<file path="src/rtl/pong_pkg.sv">
// Shared state encoding, playfield constants and packed-ball layout for the GuitarPong frame sequencer.
package pong_pkg;
    typedef enum logic [1:0] {
        ST_IDLE  = 2'd0,
        ST_SERVE = 2'd1,
        ST_PLAY  = 2'd2,
        ST_OVER  = 2'd3
    } state_t;

    typedef logic signed [11:0] coord_t;

    localparam int SCREEN_W     = 640;
    localparam int SCREEN_H     = 480;
    localparam int BALL_SIZE    = 8;
    localparam int BALL_SPEED   = 2;
    localparam int PADDLE_W     = 8;
    localparam int PADDLE_H     = 64;
    localparam int PADDLE_STEP  = 4;
    localparam int PADDLE_L_X   = 16;
    localparam int PADDLE_R_X   = 616;
    localparam int WIN_SCORE    = 7;
    localparam int SERVE_FRAMES = 60;

    localparam int X_MSB   = 31;
    localparam int X_LSB   = 21;
    localparam int Y_MSB   = 20;
    localparam int Y_LSB   = 10;
    localparam int DXN_BIT = 9;
    localparam int DYN_BIT = 8;

    localparam logic [10:0] BALL_X_CTR   = 11'((SCREEN_W - BALL_SIZE) / 2);
    localparam logic [10:0] BALL_Y_CTR   = 11'((SCREEN_H - BALL_SIZE) / 2);
    localparam logic [10:0] PADDLE_Y_CTR = 11'((SCREEN_H - PADDLE_H) / 2);
    localparam logic [10:0] PADDLE_Y_MAX = 11'(SCREEN_H - PADDLE_H);
    localparam logic [10:0] BALL_Y_MAX   = 11'(SCREEN_H - BALL_SIZE);
    localparam logic [10:0] L_BOUNCE_X   = 11'(PADDLE_L_X + PADDLE_W);
    localparam logic [10:0] R_BOUNCE_X   = 11'(PADDLE_R_X - BALL_SIZE);

    function automatic coord_t to_coord(input logic [10:0] v);
        return coord_t'({1'b0, v});
    endfunction
endpackage

</file>
<file path="src/rtl/pong_paddle.sv">
// One paddle: top-edge y register, stepped once per enabled frame and clamped to the playfield.
module pong_paddle
    import pong_pkg::*;
(
    input  logic        i_clk,
    input  logic        i_rst,
    input  logic        i_step,
    input  logic        i_up,
    input  logic        i_down,
    output logic [10:0] o_y
);
    localparam logic [10:0] STEP = 11'(PADDLE_STEP);

    logic [10:0] r_y;
    logic [10:0] w_y_nxt;

    always_comb begin
        w_y_nxt = r_y;
        if (i_up && !i_down)
            w_y_nxt = (r_y > STEP) ? r_y - STEP : 11'd0;
        else if (i_down && !i_up)
            w_y_nxt = (r_y < PADDLE_Y_MAX - STEP) ? r_y + STEP : PADDLE_Y_MAX;
    end

    always_ff @(posedge i_clk) begin
        if (i_rst)
            r_y <= PADDLE_Y_CTR;
        else if (i_step)
            r_y <= w_y_nxt;
    end

    assign o_y = r_y;
endmodule

</file>
<file path="src/rtl/pong_game_ctrl.sv">
// Per-frame GuitarPong sequencer: paddles, ball motion, collisions, score and serve/play/over flow.
// Build option PONG_AI_PADDLE_EN makes the right paddle track the ball instead of its buttons.
module pong_game_ctrl
    import pong_pkg::*;
(
    input  logic        clock,
    input  logic        reset,
    input  logic        frame_tick,
    input  logic        start,
    input  logic        pL_moveup,
    input  logic        pL_movedown,
    input  logic        pR_moveup,
    input  logic        pR_movedown,
    output logic [31:0] ball,
    output logic [10:0] pL_y,
    output logic [10:0] pR_y,
    output logic [3:0]  score_l,
    output logic [3:0]  score_r,
    output logic        game_over,
    output logic [1:0]  state
);
    localparam logic [5:0] SERVE_CNT = 6'(SERVE_FRAMES);
    localparam logic [3:0] WIN_CNT   = 4'(WIN_SCORE);
    localparam coord_t     SPEED     = coord_t'(BALL_SPEED);

    state_t      r_state;
    logic [10:0] r_x, r_y;
    logic        r_dxn, r_dyn;
    logic [3:0]  r_score_l, r_score_r;
    logic        r_game_over;
    logic [5:0]  r_cnt;

    logic [10:0] w_pl_y, w_pr_y;
    logic        w_pad_step, w_pr_up, w_pr_down;

    assign w_pad_step = frame_tick && (r_state != ST_OVER);

    pong_paddle u_paddle_l (
        .i_clk  (clock),
        .i_rst  (reset),
        .i_step (w_pad_step),
        .i_up   (pL_moveup),
        .i_down (pL_movedown),
        .o_y    (w_pl_y)
    );

    pong_paddle u_paddle_r (
        .i_clk  (clock),
        .i_rst  (reset),
        .i_step (w_pad_step),
        .i_up   (w_pr_up),
        .i_down (w_pr_down),
        .o_y    (w_pr_y)
    );

    coord_t w_xs, w_ys, w_pl_s, w_pr_s, w_nx, w_ny;
    assign w_xs   = to_coord(r_x);
    assign w_ys   = to_coord(r_y);
    assign w_pl_s = to_coord(w_pl_y);
    assign w_pr_s = to_coord(w_pr_y);
    assign w_nx   = w_xs + (r_dxn ? -SPEED : SPEED);
    assign w_ny   = w_ys + (r_dyn ? -SPEED : SPEED);

`ifdef PONG_AI_PADDLE_EN
    // Centre-to-centre error; positive means the paddle sits below the ball.
    coord_t w_ai_err;
    assign w_ai_err  = (w_pr_s + coord_t'(PADDLE_H / 2)) - (w_ys + coord_t'(BALL_SIZE / 2));
    assign w_pr_up   = (w_ai_err >= coord_t'(PADDLE_STEP));
    assign w_pr_down = (w_ai_err <= -coord_t'(PADDLE_STEP));
`else
    assign w_pr_up   = pR_moveup;
    assign w_pr_down = pR_movedown;
`endif

    logic [10:0] w_y_nxt;
    logic        w_dyn_nxt;
    always_comb begin
        w_y_nxt   = w_ny[10:0];
        w_dyn_nxt = r_dyn;
        if (w_ny <= 12'sd0) begin
            w_y_nxt   = 11'd0;
            w_dyn_nxt = 1'b0;
        end else if (w_ny >= to_coord(BALL_Y_MAX)) begin
            w_y_nxt   = BALL_Y_MAX;
            w_dyn_nxt = 1'b1;
        end
    end

    // Paddle overlap is judged against pre-tick ball and paddle positions.
    logic w_ovl_l, w_ovl_r, w_hit_l, w_hit_r, w_miss_l, w_miss_r;
    assign w_ovl_l  = (w_ys + coord_t'(BALL_SIZE) > w_pl_s) && (w_ys < w_pl_s + coord_t'(PADDLE_H));
    assign w_ovl_r  = (w_ys + coord_t'(BALL_SIZE) > w_pr_s) && (w_ys < w_pr_s + coord_t'(PADDLE_H));
    assign w_hit_l  = r_dxn && (w_nx <= to_coord(L_BOUNCE_X)) && (w_xs >= coord_t'(PADDLE_L_X)) && w_ovl_l;
    assign w_hit_r  = !r_dxn && (w_nx >= to_coord(R_BOUNCE_X))
                      && (w_xs <= coord_t'(PADDLE_R_X + PADDLE_W - BALL_SIZE)) && w_ovl_r;
    assign w_miss_l = (w_nx <= 12'sd0);
    assign w_miss_r = (w_nx >= coord_t'(SCREEN_W - BALL_SIZE));

    logic [3:0] w_score_l_inc, w_score_r_inc;
    logic       w_win;
    assign w_score_l_inc = r_score_l + 4'd1;
    assign w_score_r_inc = r_score_r + 4'd1;
    assign w_win = w_miss_l ? (w_score_r_inc == WIN_CNT) : (w_score_l_inc == WIN_CNT);

    always_ff @(posedge clock) begin
        if (reset) begin
            r_state     <= ST_IDLE;
            r_x         <= BALL_X_CTR;
            r_y         <= BALL_Y_CTR;
            r_dxn       <= 1'b0;
            r_dyn       <= 1'b0;
            r_score_l   <= 4'd0;
            r_score_r   <= 4'd0;
            r_game_over <= 1'b0;
            r_cnt       <= 6'd0;
        end else begin
            case (r_state)
                ST_IDLE: begin
                    if (start) begin
                        r_cnt   <= SERVE_CNT;
                        r_state <= ST_SERVE;
                    end
                end
                ST_SERVE: begin
                    if (frame_tick) begin
                        if (r_cnt <= 6'd1) begin
                            r_cnt   <= 6'd0;
                            r_state <= ST_PLAY;
                        end else begin
                            r_cnt <= r_cnt - 6'd1;
                        end
                    end
                end
                ST_PLAY: begin
                    if (frame_tick) begin
                        r_y   <= w_y_nxt;
                        r_dyn <= w_dyn_nxt;
                        if (w_hit_l) begin
                            r_x   <= L_BOUNCE_X;
                            r_dxn <= 1'b0;
                        end else if (w_hit_r) begin
                            r_x   <= R_BOUNCE_X;
                            r_dxn <= 1'b1;
                        end else if (w_miss_l || w_miss_r) begin
                            // Next serve heads toward the side that conceded; dy carries over.
                            r_x   <= BALL_X_CTR;
                            r_y   <= BALL_Y_CTR;
                            r_dyn <= r_dyn;
                            r_dxn <= w_miss_l;
                            if (w_miss_l)
                                r_score_r <= w_score_r_inc;
                            else
                                r_score_l <= w_score_l_inc;
                            if (w_win) begin
                                r_state     <= ST_OVER;
                                r_game_over <= 1'b1;
                            end else begin
                                r_cnt   <= SERVE_CNT;
                                r_state <= ST_SERVE;
                            end
                        end else begin
                            r_x <= w_nx[10:0];
                        end
                    end
                end
                ST_OVER: begin
                    if (start) begin
                        r_score_l   <= 4'd0;
                        r_score_r   <= 4'd0;
                        r_x         <= BALL_X_CTR;
                        r_y         <= BALL_Y_CTR;
                        r_cnt       <= SERVE_CNT;
                        r_game_over <= 1'b0;
                        r_state     <= ST_SERVE;
                    end
                end
                default: r_state <= ST_IDLE;
            endcase
        end
    end

    always_comb begin
        ball                = 32'd0;
        ball[X_MSB:X_LSB]   = r_x;
        ball[Y_MSB:Y_LSB]   = r_y;
        ball[DXN_BIT]       = r_dxn;
        ball[DYN_BIT]       = r_dyn;
    end

    assign pL_y      = w_pl_y;
    assign pR_y      = w_pr_y;
    assign score_l   = r_score_l;
    assign score_r   = r_score_r;
    assign game_over = r_game_over;
    assign state     = r_state;
endmodule

</file>
<file path="config.mk">
export PLATFORM = sky130hd
export DESIGN_NAME = pong_game_ctrl
export DESIGN_NICKNAME = d
export VERILOG_FILES = /design/src/rtl/pong_pkg.sv /design/src/rtl/pong_paddle.sv /design/src/rtl/pong_game_ctrl.sv
export SDC_FILE = /design/constraint.sdc
export NUM_CORES = 1
export LEC_CHECK = 0
export ABC_AREA = 1
export CORE_UTILIZATION = 40
export DETAILED_ROUTE_END_ITERATION = 12
export PLACE_DENSITY = 0.63
export SYNTH_ARGS = -nofsm -noshare
export SYNTH_HDL_FRONTEND = slang
export SYNTH_HIERARCHICAL = 1
export SYNTH_SLANG_ARGS = --single-unit
</file>
<file path="constraint.sdc">
create_clock -name clock -period 3.47 [get_ports clock]
set_clock_uncertainty 0.15 [all_clocks]
set_input_delay 0.694 -clock clock [delete_from_list [all_inputs] [get_ports clock]]
set_output_delay 0.694 -clock clock [all_outputs]
set_load 0.02 [all_outputs]
</file>
==> results_dict.tcl, run 1 <==
set metrics [dict create \
    run_status "complete, no violations" \
    via_count 6630 \
    critPathCaptureType "register" \
    initial_antenna_violation_count 0 \
    power.share.switching 0.457 \
    number_of_search_and_repair_iterations_in_the_first_detailed_routing_pass 7 \
    reg2reg_slack_ns 0.24 \
    cts.path.max_buffers 2 \
    die_area_mm2 0.0169 \
    power_leakage_uw 0.00396 \
    die_w_um 130 \
    drv.max_cap_violation_count 0 \
    cts_resized 0 \
    timing_max_transition_violations_final 0 \
    netlist.area_leader.share 0.177 \
    post_cts_hold_buffer_count 0 \
    areaGrowthSynthToFinish_pct 17.2 \
    synth_top_flop_cell "sky130_fd_sc_hd__dfxtp_1" \
    synth_cells 1064 \
    slew-limit-headroom 0.422 \
    hp-class "register to register" \
    finalHoldViolCount 0 \
    synthDominantAreaCellType "sky130_fd_sc_hd__dfxtp_1" \
    grt_pass1_vias 5874 \
    wl_um 17600 \
    fin_crit_ns 3.23 \
    tightestPinTransition_ns 0.866 \
    final.period_utilization 0.932 \
    unrepaired_setup_endpoints_after_global_routing "false" \
    p_sw_uw 1850 \
    mappedNetlistArea_mm2 0.00657 \
    grt_remaining_overflow 0 \
    wl_per_cell_um 13.0 \
    floorplan.io_pins 73 \
    antennaDiodeCount 0 \
    crit_path_max_fanout 11 \
    root_cell_of_the_clock_tree "sky130_fd_sc_hd__clkbuf_16" \
    synth_area_per_cell_um2 6.17 \
    vdd_drop_max_v 0.000252 \
    globalplace.congestion 0.920 \
    post_route_cells_drive_above_1_share 0.0869 \
    setup_viol_count_final 0 \
    numPortBuffers 59 \
    drt-initial-drc-count 492 \
    pwr-share-clk 0.216 \
    drt-vias-per-instance 4.89 \
    cp_data_arrival_time_ns 3.31 \
    yosys_warnings 6 \
    main_area_contributors_after_synthesis "sky130_fd_sc_hd__dfxtp_1 (18%), sky130_fd_sc_hd__nand2_1 (16%), sky130_fd_sc_hd__ha_1 (14%), sky130_fd_sc_hd__inv_1 (9.0%), sky130_fd_sc_hd__nor2_1 (6.5%)" \
    cts_buffers 9 \
    clk_pin_slew_ns 0.06 \
    placement_rows 46 \
    cts_tree "built" \
    pwr-share-comb 0.535 \
    startpoint_type "register" \
    timing.fmax_mhz 309 \
    crit_required_ns 3.55 \
    final_net_count 1218 \
    cts.htree.levels 3 \
    detail_route.drc_violations 0 \
    p_seq_frac 0.249 \
    post-layout-total-power_uw 4050 \
    grt_usage 0.214 \
    timing.setup.tns_ns 0 \
    ant_nets 0 \
    die_height_um 130 \
    grt_max_degree 32 \
    ys_ff_latch 58 \
    floorplan.core_area_mm2 0.0159 \
    postCtsSetupRepairBufs 0 \
    seq_area_frac_synth 0.177 \
    synth.distinct_cells 48 \
    clkSinkCount 58 \
    synth_async_sr_flop_share 0 \
    critical_path_class "register to register" \
    first_pass_grt_wire_length_um 28500 \
    synth-edff-count 0 \
    dpl.hpwl_um 13600 \
    pwr_density_cell_mw_per_mm2 526 \
    clock_network_latency_to_the_later_pin_of_the_worst_skew_pair_ns 0.34 \
    initial_utilization 0.412 \
    power_report.internal_total_uw 2200 \
]
-- synth_stat cells (all sizes together) (2+ instances only) --
master,number
xor2,21
clkbuf,9
nand3,96
clkinv,3
buf,22
o31ai,2
a21boi,2
nor2,130
o21ai,40
o21a,4
ha,74
inv,165
o21bai,2
a31oi,2
nor3,13
a21oi,69
xnor2,8
fa,2
nand3b,5
and2,2
dfxtp,58
or2,3
nand2,293
nand4,29
conb,3
-- stage by stage --
step / util / std cells / setup slack [ns] / cell area, um2 / hold WS, ns
detailed placement: 0.465 / 1339 / 0.236 / 7410 / 0.341
global route: 0.483 / 1355 / 0.00298 / 7700 / 0.388
CTS: 0.483 / 1355 / 0.221 / 7700 / 0.350
floorplan: - / 1074 / 0.438 / 6610 / 0.370
finish: 0.483 / 1355 / 0.237 / 7700 / 0.350
global placement: 0.465 / 1339 / 0.285 / 7410 / 0.333
-- cell type report --
cell class,count,area [um2]
Sequential cell,58,1160
Fill cell,1669,8240
Clock buffer,12,267
Multi-Input combinational cell,817,4600
Timing Repair Buffer,80,748
Clock inverter,4,25.0
Inverter,168,631
Tap cell,216,270
-- layout by cell type (no fill, tap or decap), types with 5 or more instances in the layout --
| cell | netlist | final |
|---|---|---|
| sky130_fd_sc_hd__nand2_1 | 276 | 276 |
| sky130_fd_sc_hd__nor3_1 | 12 | 12 |
| sky130_fd_sc_hd__nor2_1 | 114 | 114 |
| sky130_fd_sc_hd__nand2_2 | 14 | 14 |
| sky130_fd_sc_hd__ha_1 | 74 | 74 |
| sky130_fd_sc_hd__buf_4 | 15 | 21 |
| sky130_fd_sc_hd__xnor2_1 | 8 | 8 |
| sky130_fd_sc_hd__o21ai_0 | 36 | 36 |
| sky130_fd_sc_hd__a21oi_1 | 66 | 66 |
| sky130_fd_sc_hd__conb_1 | 3 | 13 |
| sky130_fd_sc_hd__xor2_1 | 20 | 20 |
| sky130_fd_sc_hd__nor2_2 | 10 | 10 |
| sky130_fd_sc_hd__nand3_1 | 81 | 81 |
| sky130_fd_sc_hd__dfxtp_1 | 58 | 58 |
| sky130_fd_sc_hd__clkdlybuf4s50_1 | 0 | 59 |
| sky130_fd_sc_hd__nand4_1 | 29 | 29 |
| sky130_fd_sc_hd__nand3_2 | 11 | 11 |
| sky130_fd_sc_hd__nand3b_1 | 5 | 5 |
| sky130_fd_sc_hd__inv_1 | 158 | 158 |
| sky130_fd_sc_hd__inv_2 | 7 | 7 |
| sky130_fd_sc_hd__clkbuf_16 | 0 | 9 |
| sky130_fd_sc_hd__nor2_4 | 6 | 6 |
-- flip-flops by register name, indices dropped and copies added, names as in the netlist, 2 cells and up --
register,cells
r_cnt,6
r_x,10
r_y,11
score_l,4
score_r,4
state,2
u_paddle_l/o_y,9
u_paddle_r/o_y,9
-- kinds of logic after synthesis --
| group | Yosys count | synth area share |
|---|---|---|
| AO/OA/AOI/OAI | 126 | 0.104 |
| AND/OR/NAND/NOR | 573 | 0.401 |
| other | 3 | 0.00171 |
| buffers and inverters | 199 | 0.129 |
| adder cells (fa/ha/maj) | 76 | 0.147 |
| XOR/XNOR | 29 | 0.0398 |
| flip-flops | 58 | 0.177 |
-- power by group through the flow --
| stage | logic (uW) | registers, uW | clock network, uW |
|---|---|---|---|
| after global placement | 2140 | 1020 | 0 |
| after detailed placement | 2150 | 1020 | 0 |
| after global routing | 2460 | 1030 | 921 |
| final | 2160 | 1010 | 874 |
| after CTS | 2160 | 1010 | 890 |
| after floorplan | 1400 | 1130 | 0 |
-- final timing paths --
| path | depth (start not counted) | endpoint | from |
|---|---|---|---|
| min reg2reg | 2 | r_y[9] | r_y[9] |
| min | 2 | r_y[9] | r_y[9] |
| max reg2reg | 19 | r_cnt[3] | r_y[3] |
| max | 19 | r_cnt[3] | r_y[3] |
-- layer usage --
metal	routed length (um)	GRT usage	vias to the layer above	share of wire
li1	-	-	3523	-
met2	7660	0.334	140	0.44
met4	254	0.0657	0	0.014
met5	0	0	-	0
met3	728	0.0291	13	0.041
met1	8920	0.302	2954	0.51
-- critical path, cell delays in order, from the launching register on --
cell,delay [ns]
sky130_fd_sc_hd__dfxtp_1,0.45
sky130_fd_sc_hd__ha_1,0.24
sky130_fd_sc_hd__nand3_1,0.15
sky130_fd_sc_hd__nor3_1,0.22
sky130_fd_sc_hd__nor2_1,0.11
sky130_fd_sc_hd__ha_1,0.30
sky130_fd_sc_hd__nand2_1,0.07
sky130_fd_sc_hd__inv_1,0.04
sky130_fd_sc_hd__nand4_1,0.09
sky130_fd_sc_hd__o211ai_1,0.09
sky130_fd_sc_hd__nor3b_1,0.19
sky130_fd_sc_hd__nand2_1,0.07
sky130_fd_sc_hd__nor2_1,0.25
sky130_fd_sc_hd__nand2_4,0.13
sky130_fd_sc_hd__nand2_4,0.10
sky130_fd_sc_hd__nand2_4,0.13
sky130_fd_sc_hd__nand3_4,0.17
sky130_fd_sc_hd__nand2_1,0.06
sky130_fd_sc_hd__nand2_1,0.05
sky130_fd_sc_hd__nor2_1,0.05
(Power assumes the default switching activity.)
==> run 2: changes to the inputs <==
--- a/config.mk
+++ b/config.mk
@@ -6,6 +6,7 @@
 export NUM_CORES = 1
 export LEC_CHECK = 0
 export ABC_AREA = 1
+export ABC_CLOCK_PERIOD_IN_PS = 3470
 export CORE_UTILIZATION = 40
 export DETAILED_ROUTE_END_ITERATION = 12
 export PLACE_DENSITY = 0.63
==> results of run 2 <==
The final DEF is identical to that of run 1; final timing and power are the same.
==> run 3: changes to the inputs <==
--- a/config.mk
+++ b/config.mk
@@ -7,9 +7,10 @@
 export LEC_CHECK = 0
 export ABC_AREA = 1
 export ABC_CLOCK_PERIOD_IN_PS = 3470
-export CORE_UTILIZATION = 40
+export CORE_UTILIZATION = 59
 export DETAILED_ROUTE_END_ITERATION = 12
-export PLACE_DENSITY = 0.63
+export PLACE_DENSITY = 0.86
+export SETUP_SLACK_MARGIN = 0.05
 export SYNTH_ARGS = -nofsm -noshare
 export SYNTH_HDL_FRONTEND = slang
 export SYNTH_HIERARCHICAL = 1
==> run 3 against run 2 <==
Non-clock buffer count shrank 4. Die area shrank 32%. Sequential share of layout area grew 0.50 points. Power shrank 5.8%. Utilization grew 21 points. Sequential power is essentially flat. Sequential cell count is the same.
==> results_dict.tcl, run 3 (same netlist as run 1, synthesis figures left out) <==
set metrics [dict create \
    run_status "complete, no violations" \
    reg_top3 "r_y x11, r_x x10" \
    clock_network_latency_to_the_later_pin_of_the_worst_skew_pair_ns 0.35 \
    placement_rows 38 \
    crit-reg2reg-capture "r_dxn" \
    largest-register "r_y" \
    tightestPinTransition_ns 0.778 \
    timing.fmax_mhz 314 \
    dpl.hpwl_um 12700 \
    via_count 6970 \
    critPathCaptureType "register" \
    final.period_utilization 0.917 \
    hold_ws_ns 0.369 \
    drt-vias-per-instance 5.47 \
    timing.setup.tns_ns 0 \
    die_w_um 108 \
    postCtsSetupRepairBufs 0 \
    startpoint_type "register" \
    drt-initial-drc-count 506 \
    timing_max_transition_violations_final 0 \
    floorplan.io_pins 73 \
    cts_buffers 9 \
    critical_path_class "register to register" \
    final_common_cell "sky130_fd_sc_hd__nand2_1" \
    power_leakage_uw 0.00389 \
    postLayoutCellArea_mm2 0.00748 \
    reg2reg_slack_ns 0.29 \
    p_sw_uw 1830 \
    cts_tree "built" \
    fin_crit_ns 3.18 \
    globalplace.congestion 0.944 \
    pwr_density_cell_mw_per_mm2 510 \
    p_seq_frac 0.267 \
    antennaDiodeCount 0 \
    cp_data_arrival_time_ns 3.28 \
    timing.hold.worst.start "r_y[0]" \
    vdd_drop_max_v 0.000290 \
    numPortBuffers 59 \
    rr_startpoint "r_y[6]" \
    drv.max_cap_violation_count 0 \
    slew-limit-headroom 0.480 \
    die_height_um 108 \
    setup_viol_count_final 0 \
    commonest_non_fill_non_tap_cells_in_the_layout "sky130_fd_sc_hd__nand2_1 (276), sky130_fd_sc_hd__inv_1 (158), sky130_fd_sc_hd__nor2_1 (113)" \
    die_area_mm2 0.0116 \
    pwr-share-clk 0.164 \
    final_net_count 1214 \
    initial_antenna_violation_count 0 \
    grt_remaining_overflow 0 \
    grt_max_degree 32 \
    finalHoldViolCount 0 \
    root_cell_of_the_clock_tree "sky130_fd_sc_hd__clkbuf_8" \
    grt_pass1_vias 6062 \
    ant_nets 0 \
    num-fill-cells 993 \
    cts.htree.levels 3 \
    pwr-share-comb 0.569 \
    reg2regPathDepth 20 \
    crit_path_max_fanout 6 \
    whs_path_depth 2 \
    clkSinkCount 58 \
    wl_per_cell_um 13.2 \
    cts.path.max_buffers 2 \
    grt_usage 0.295 \
    crit_required_ns 3.57 \
    power_report.internal_total_uw 1980 \
    dpl_cell_area_mm2 0.00728 \
    flip_flop_count_of_the_largest_register_all_copies_and_words_added 11 \
    hp-class "register to register" \
    whs_endpoint "r_y[0]" \
    first_pass_grt_wire_length_um 27500 \
    wl_um 16800 \
    detail_route.drc_violations 0 \
    clk_pin_slew_ns 0.07 \
    initial_utilization 0.606 \
    unrepaired_setup_endpoints_after_global_routing "false" \
    post_route_cells_drive_above_1_share 0.0864 \
    areaGrowthSynthToFinish_pct 13.9 \
    power.share.switching 0.481 \
    number_of_search_and_repair_iterations_in_the_first_detailed_routing_pass 5 \
    floorplan.core_area_mm2 0.0108 \
]
[run 3: cell count changes in the layout (fill, tap and decap cells not counted), moves of 3 or more]
cell / previous run / this run
sky130_fd_sc_hd__clkbuf_16: 9 / 0
sky130_fd_sc_hd__clkbuf_8: 3 / 9
sky130_fd_sc_hd__buf_4: 21 / 17
sky130_fd_sc_hd__dfxtp_1: 58 / 55
sky130_fd_sc_hd__dfxtp_2: 0 / 3
[run 3: worst max-delay path by stage]
stage               startpoint  endpoint  slack [ns]
floorplan               r_y[3]  r_cnt[1]        0.44
global placement        r_y[4]  r_cnt[1]        0.34
detailed placement      r_y[4]  r_cnt[1]        0.23
CTS                     r_y[4]  r_cnt[1]        0.21
global route            r_y[4]  r_cnt[3]        0.08
finish                  r_y[6]     r_dxn        0.29
[run 3: routing by layer]
| metal | part of all wire | up-vias | track usage | wire length, um |
|---|---|---|---|---|
| met5 | 0 | - | 0 | 0 |
| met3 | 0.078 | 32 | 0.0521 | 1310 |
| met4 | 0.019 | 0 | 0.0802 | 317 |
| met1 | 0.47 | 3145 | 0.401 | 7840 |
| li1 | - | 3515 | - | - |
| met2 | 0.44 | 278 | 0.477 | 7310 |
[run 3: area by class of cell]
class,count,area [um2],share of cell area
timing repair buffer,76,718,0.0961
clock buffer,10,128,0.0171
tap,140,175,0.0234
inverter,168,631,0.0843
clock inverter,5,56.3,0.00753
sequential,58,1160,0.156
multi-input combinational,817,4600,0.616
[run 3: stage by stage]
step                std cells  utilization  power (uW)  worst slack [ns]
floorplan                1074            -        2530             0.438
global placement         1259        0.672        3100             0.341
detailed placement       1259        0.672        3140             0.235
CTS                      1274        0.689        3790             0.208
global route             1274        0.690        4140            0.0839
finish                   1274        0.690        3810             0.288
[run 3: power by group through the flow]
stage	logic, uW	registers (uW)	clock network [uW]
floorplan	1400	1130	0
global placement	2080	1020	0
detailed placement	2120	1030	0
CTS	2150	1010	629
global route	2450	1040	654
finish	2170	1020	624
[run 3: critical path: stages (launching register included)]
cell	delay (ns)
sky130_fd_sc_hd__dfxtp_1	0.47
sky130_fd_sc_hd__buf_4	0.23
sky130_fd_sc_hd__nand3_1	0.15
sky130_fd_sc_hd__nor2_1	0.11
sky130_fd_sc_hd__nor2_1	0.05
sky130_fd_sc_hd__nor2_1	0.17
sky130_fd_sc_hd__ha_1	0.28
sky130_fd_sc_hd__nand2_1	0.07
sky130_fd_sc_hd__inv_1	0.05
sky130_fd_sc_hd__nand4_1	0.13
sky130_fd_sc_hd__o211ai_1	0.11
sky130_fd_sc_hd__nor3b_1	0.19
sky130_fd_sc_hd__nand2_1	0.09
sky130_fd_sc_hd__nor2_2	0.15
sky130_fd_sc_hd__nand2_4	0.10
sky130_fd_sc_hd__nand2_4	0.09
sky130_fd_sc_hd__nor2_1	0.07
sky130_fd_sc_hd__nor2_1	0.19
sky130_fd_sc_hd__nand2_1	0.10
sky130_fd_sc_hd__nand2_1	0.07
sky130_fd_sc_hd__nor2_1	0.05
[run 3: what timing repair did]
item | in CTS | in global routing
endpoints found under the setup margin | 0 | 25
resized for setup | 0 | 5
hold buffers | 0 | 0
